$ cat src/rtl/gshare_branch_predictor_pkg.sv
// Shared types and defaults for the gshare branch predictor.
//   GSHARE_GHSR_WIDTH  : default global-history length (PHT has 2**W entries)
//   GSHARE_BTB_ENTRIES : default number of direct-mapped BTB lines
//   ctr2_t / WEAK_NT   : 2-bit saturating direction counter and its reset value
//   btb_entry_t        : one BTB line as seen by the lookup path
package gshare_branch_predictor_pkg;

  localparam int GSHARE_GHSR_WIDTH  = 8;
  localparam int GSHARE_BTB_ENTRIES = 16;

  typedef logic [1:0] ctr2_t;

  localparam ctr2_t WEAK_NT = 2'b01;

  // The tag field is sized for the smallest legal BTB (2 lines -> 30-bit tag).
  // Larger BTBs zero-extend their narrower tag into it.
  typedef struct packed {
    logic        valid;
    logic [29:0] tag;
    logic [31:0] target;
  } btb_entry_t;

endpackage

$ cat src/rtl/gshare_branch_predictor_sat_counter2.sv
// Next-state logic for a 2-bit saturating direction counter.
//   cur   : current counter value
//   taken : resolved outcome; moves the counter toward 3 (taken) or 0
//   nxt   : updated counter value, clamped at 0 and 3
module sat_counter2
  import gshare_branch_predictor_pkg::*;
(
  input  ctr2_t cur,
  input  logic  taken,
  output ctr2_t nxt
);

  always_comb begin
    nxt = cur;
    if (taken) begin
      if (cur != 2'b11) nxt = cur + 2'b01;
    end else begin
      if (cur != 2'b00) nxt = cur - 2'b01;
    end
  end

endmodule

$ cat src/rtl/gshare_branch_predictor.sv
// IF-stage gshare direction predictor with a direct-mapped BTB.
// Lookup is combinational on fetch_pc; training, BTB fill and history repair
// come from the EX resolution interface and take effect on the next edge.
//   clk, reset              : clock, asynchronous active-high reset
//   fetch_valid, fetch_pc   : fetch request (halfword-aligned PC)
//   pred_taken/target/ghsr  : prediction and history snapshot for this fetch
//   io_branch_*             : EX resolution (outcome, target, mispredict, PC)
//   io_GHSR_restore         : pred_ghsr snapshot that travelled with the branch
module gshare_branch_predictor
  import gshare_branch_predictor_pkg::*;
#(
  parameter int GHSR_W      = GSHARE_GHSR_WIDTH,   // >= 2
  parameter int BTB_ENTRIES = GSHARE_BTB_ENTRIES   // power of two, >= 2
) (
  input  logic              clk,
  input  logic              reset,
  input  logic              fetch_valid,
  input  logic [31:0]       fetch_pc,
  output logic              pred_taken,
  output logic [31:0]       pred_target,
  output logic [GHSR_W-1:0] pred_ghsr,
  input  logic              io_branch_valid,
  input  logic              io_branch_taken,
  input  logic [31:0]       io_branch_addr,
  input  logic [31:0]       io_branch_target_addr,
  input  logic              io_branch_is_mispred,
  input  logic [31:0]       io_branch_instr_pc,
  input  logic [GHSR_W-1:0] io_GHSR_restore
);

  localparam int PHT_N = 1 << GHSR_W;
  localparam int IDX_W = $clog2(BTB_ENTRIES);
  localparam int TAG_W = 31 - IDX_W;

  ctr2_t             pht        [PHT_N];
  logic              btb_valid  [BTB_ENTRIES];
  logic [TAG_W-1:0]  btb_tag    [BTB_ENTRIES];
  logic [31:0]       btb_target [BTB_ENTRIES];
  logic [GHSR_W-1:0] ghsr;

  // io_branch_addr feeds the PC mux outside this block; bit 0 of a
  // halfword-aligned PC carries no information.
  logic unused_bits;
  assign unused_bits = ^{io_branch_addr, fetch_pc[0], io_branch_instr_pc[0]};

  // ---- lookup (combinational, reads pre-update state) ----
  logic [GHSR_W-1:0] pht_idx;
  logic [IDX_W-1:0]  btb_idx;
  logic [TAG_W-1:0]  fetch_tag;
  btb_entry_t        rd_entry;
  logic              hit;

  assign pht_idx   = fetch_pc[GHSR_W:1] ^ ghsr;
  assign btb_idx   = fetch_pc[IDX_W:1];
  assign fetch_tag = fetch_pc[31:IDX_W+1];

  always_comb begin
    rd_entry        = '0;
    rd_entry.valid  = btb_valid[btb_idx];
    rd_entry.tag    = 30'(btb_tag[btb_idx]);
    rd_entry.target = btb_target[btb_idx];
  end

  assign hit         = rd_entry.valid && (rd_entry.tag == 30'(fetch_tag));
  assign pred_taken  = hit && pht[pht_idx][1];
  assign pred_target = hit ? rd_entry.target : 32'h0;
  assign pred_ghsr   = ghsr;

  // ---- training (state updates on the next edge) ----
  logic [GHSR_W-1:0] tr_pht_idx;
  logic [IDX_W-1:0]  tr_btb_idx;
  ctr2_t             tr_ctr_next;
  logic              btb_write;

  assign tr_pht_idx = io_branch_instr_pc[GHSR_W:1] ^ io_GHSR_restore;
  assign tr_btb_idx = io_branch_instr_pc[IDX_W:1];
  assign btb_write  = io_branch_valid && io_branch_taken;

  sat_counter2 u_sat (
    .cur   (pht[tr_pht_idx]),
    .taken (io_branch_taken),
    .nxt   (tr_ctr_next)
  );

  always_ff @(posedge clk or posedge reset) begin
    if (reset) begin
      for (int i = 0; i < PHT_N; i++) pht[i] <= WEAK_NT;
    end else if (io_branch_valid) begin
      pht[tr_pht_idx] <= tr_ctr_next;
    end
  end

  always_ff @(posedge clk or posedge reset) begin
    if (reset) begin
      for (int i = 0; i < BTB_ENTRIES; i++) btb_valid[i] <= 1'b0;
    end else if (btb_write) begin
      btb_valid[tr_btb_idx] <= 1'b1;
    end
  end

  // Tag/target are qualified by btb_valid, so they need no reset.
  always_ff @(posedge clk) begin
    if (btb_write) begin
      btb_tag[tr_btb_idx]    <= io_branch_instr_pc[31:IDX_W+1];
      btb_target[tr_btb_idx] <= io_branch_target_addr;
    end
  end

  // Repair wins over the speculative shift: the same-cycle fetch is flushed.
  // Fetches that miss the BTB are not known branches and leave history alone.
  always_ff @(posedge clk or posedge reset) begin
    if (reset) begin
      ghsr <= '0;
    end else if (io_branch_valid && io_branch_is_mispred) begin
      ghsr <= {io_GHSR_restore[GHSR_W-2:0], io_branch_taken};
    end else if (fetch_valid && hit) begin
      ghsr <= {ghsr[GHSR_W-2:0], pred_taken};
    end
  end

endmodule

$ cat config.mk
export PLATFORM = sky130hd
export DESIGN_NAME = gshare_branch_predictor
export DESIGN_NICKNAME = d
export VERILOG_FILES = /design/src/rtl/gshare_branch_predictor_pkg.sv /design/src/rtl/gshare_branch_predictor_sat_counter2.sv /design/src/rtl/gshare_branch_predictor.sv
export SDC_FILE = /design/constraint.sdc
export NUM_CORES = 2
export LEC_CHECK = 0
export BUFFER_PORTS_ARGS = -buffer_cell sky130_fd_sc_hd__clkbuf_2
export CAP_MARGIN = 20
export CORE_MARGIN = 2
export CORE_UTILIZATION = 51
export DETAILED_ROUTE_END_ITERATION = 16
export MAX_ROUTING_LAYER = met4
export PLACE_DENSITY = 0.66
export SLEW_MARGIN = 20
export SYNTH_ARGS = -nofsm -noshare
export SYNTH_HDL_FRONTEND = slang
export SYNTH_HIERARCHICAL = 1
export SYNTH_SLANG_ARGS = --single-unit
$ cat constraint.sdc
create_clock -name clk -period 22.5 [get_ports clk]
set_input_delay 4.5 -clock clk [delete_from_list [all_inputs] [get_ports clk]]
set_output_delay 4.5 -clock clk [all_outputs]
set_load 0.01 [all_outputs]
==> summary.md <==
| Metric | Value |
|---|---|
| Vias in the first global route | `35.2k` |
| Syn nets | `3735` |
| # Post-CTS Setup Buffers | `0` |
| Yosys warns | `6` |
| DR iter-0 viols | `3637` |
| Port Buf Inserts | `148` |
| Outcome | `finished clean` |
| Initial Util | `0.515` |
| Vias post-DR | `34.6k` |
| Seq/Total Area, Yosys | `0.650` |
| Post-CTS resize count | `0` |
| Slew margin rel. | `0.187` |
| Placer Congestion | `0.859` |
| Routed Antenna Nets | `0` |
| Pins Over Slew Limit | `0` |
| Crit path kind | `in -> out` |
| H-tree depth | `4` |
| Die W | `360 um` |
| Ratio of cells with drive above 1 in the final layout | `0.450` |
| Final Cycle Share | `0.628` |
| Core ar. | `126000 um2` |
| Fmax | `70.8 MHz` |
| Die Y | `360 um` |
| Total Wirelength | `162 mm` |
| Drt wl/cell | `29.3 um` |
| First-pass GRT wire length | `240 mm` |
| Root Driver | `clkbuf_16` |
| GRT Total Usage | `0.259` |
| Initial antenna violation count | `19` |
| Setup Viol. Count Final | `0` |
| Num rows | `130` |
| EDFF count, synth | `944` |
| Async SR Flop Fraction | `0.362` |
| Hold slack | `465 ps` |
| Synth Instances | `3593` |
| Crit path max fanout | `53` |
| HP Class | `reg -> reg` |
| Post-route setup TNS | `0 ps` |
| Dpl hpwl | `91.6 mm` |
| Final cell count without fillers | `5532` |
| Final worst path period need | `14130 ps` |
| Mean Syn Cell Area | `18.0 um2` |
| Worst setup SP type | `primary input` |
| Skew-Pair Late Insertion Delay | `790 ps` |
| RSZ-0062 raised after global routing | `false` |
| PD cells | `83.9 nW/um2` |
| Data required, critical path | `18000 ps` |
| Vias per std cell | `6.26` |
| # placed instances | `5237` |
| Synth-to-layout area growth | `11.7%` |
| Setup crit end kind | `output port` |
| Drc violations | `0` |
| Leakage power | `26.0 nW` |
| Syn Std Cell Area | `64800 um2` |
| CTS Buf Count | `153` |
| First drt pass iteration count | `7` |
| Clock transition at path regs | `60 ps` |
| Worst EP arrival | `9630 ps` |
| Clock sinks | `1480` |
| Maximum capacitance violations | `0` |
| Nets | `3884` |
| Die area | `130000 um2` |
| CTS tree | `yes` |
| CTS Hold Bufs | `0` |
| Slew @ Worst Pin | `1210 ps` |
| Worst Clk Skew | `33.2 ps` |
| Post-synth top flop | `edfxtp_1` |
| Worst-case clock buffer depth | `3` |
| Max rail drop VDD | `0.0869 mV` |
| Yosys reg bits | `1480` |
| Total grt overflow | `0` |
| Count of final hold-check violations | `0` |
| # IOs | `183` |
| Cell variety after synth | `72` |
| Maximum number of pins on one net before global-route repair | `155` |
==> sequential cells by signal, indices dropped and copies added, names as in the netlist <==
| signal | cells |
|---|---|
| btb_valid | 16 |
| pht | 512 |
| pred_ghsr | 8 |
| btb_tag | 432 |
| btb_target | 512 |
==> cells by family (layout without fill, tap and decap cells) <==
kind of cell / Yosys count / in the layout / share of synthesized area
AOI/OAI and AO/OA: 147 / 147 / 0.0169
xor gates and xnor gates: 58 / 58 / 0.00784
adders and majority gates: 2 / 2 / 0.000348
buffers and inverters: 244 / 516 / 0.0184
DFF: 1480 / 1480 / 0.650
muxes: 1089 / 1089 / 0.268
other: 0 / 17 / 0
and+or+nand+nor: 573 / 573 / 0.0393
==> where the power goes <==
| group | total [mW] | switching, mW | leakage [nW] | internal, mW |
|---|---|---|---|---|
| Combinational | 0.524 | 0.320 | 8.60 | 0.204 |
| Clock | 2.51 | 1.06 | 2.44 | 1.45 |
| Sequential | 3.04 | 0.0337 | 15.0 | 3.00 |
==> Yosys cell counts, types with 3 or more instances <==
cell type	count	area, um2
a32oi_1	4	35.0
a221oi_1	9	78.8
nand2_1	93	349
nor2_1	318	1190
buf_2	52	260
a2bb2oi_1	3	26.3
a2111oi_0	4	35.0
buf_4	16	120
nor2b_1	9	56.3
o32ai_1	4	35.0
clkbuf_2	3	15.0
a22oi_1	23	173
clkbuf_1	125	469
edfxtp_1	944	28300
a31oi_1	13	81.3
mux2i_1	97	971
a21oi_1	16	80.1
o221ai_1	3	26.3
nand4b_1	4	35.0
dfstp_2	256	6730
a22o_1	7	61.3
or3_1	3	18.8
mux2_2	532	5990
o211ai_1	4	30.0
and3_1	4	25.0
dfrtp_1	280	7010
and4_1	3	26.3
a311oi_1	7	61.3
o21ai_0	14	70.1
inv_1	17	63.8
mux4_2	453	10200
nor4_1	9	56.3
nand4_1	6	37.5
mux4_1	7	184
nand3_1	34	170
nor3_1	15	75.1
o22ai_1	11	68.8
nand3b_1	4	30.0
nand2b_1	8	50.1
xor2_1	22	193
buf_1	13	48.8
and2_1	37	231
buf_6	16	180
or2_2	18	113
xnor2_1	36	315
==> worst paths after layout <==
| check | from | endpoint | slack (ps) | depth (start not counted) |
|---|---|---|---|---|
| worst max-delay path | fetch_pc[1] | pred_taken | 8370 | 12 |
| worst min-delay path | btb_valid[11] | btb_valid[11] | 470 | 1 |
| worst max register to register | pht[238] | pht[238] | 17500 | 13 |
| worst min register to register | btb_valid[11] | btb_valid[11] | 470 | 1 |
| max in group asynchronous | reset | pht[495] | 16500 | 4 |
| min in group asynchronous | reset | pht[133] | 3910 | 2 |
==> routing by layer <==
metal / up-vias / wire (um) / GRT usage
met5: - / 0 / -
met4: 0 / 4070 / 0.0722
met3: 242 / 11300 / 0.0498
met2: 1204 / 77800 / 0.396
met1: 18600 / 68800 / 0.359
li1: 14500 / - / -
==> per-stage QoR <==
stage / power (mW) / cell area, um2 / worst slack, ps / utilization
floorplan: 3.43 / 64800 / 3440 / -
global placement: 3.61 / 67300 / 8350 / 0.535
detailed placement: 3.61 / 67300 / 8320 / 0.535
CTS: 6.12 / 72300 / 8310 / 0.575
global route: 6.27 / 72400 / 7980 / 0.575
finish: 6.07 / 72400 / 8370 / 0.575
==> layout by cell type, fill, tap and decap left out, types with 18 or more instances in the layout <==
cell	n
clkbuf_16	159
clkbuf_1	42
dfrtp_1	280
edfxtp_1	944
and2_1	37
nand3_1	30
mux2_2	532
a22oi_1	23
mux4_2	453
xnor2_1	32
or2_2	18
nand2_1	89
clkinv_2	24
dfstp_2	256
mux2i_1	97
clkbuf_2	144
buf_4	69
nor2_1	306
==> worst max-delay path, cell delays in order <==
cell and delay, ps:
buf_8 350, buf_4 720, buf_4 830, nor2b_1 680, nand3_1 290, nand3_1 220
o32ai_1 130, nor4_1 330, a22o_1 260, and4_4 610, and2_1 350, clkbuf_2 190
==> final cells by class <==
type,count,area [um2]
Fill cell,9559,53500
Sequential cell,1480,42100
Multi-Input combinational cell,1869,21800
Clock buffer,219,4370
Tap cell,1650,2060
Timing Repair Buffer,221,1350
Clock inverter,59,627
Inverter,17,72.6
Antenna cell,17,42.5
(Power assumes the default switching activity.)
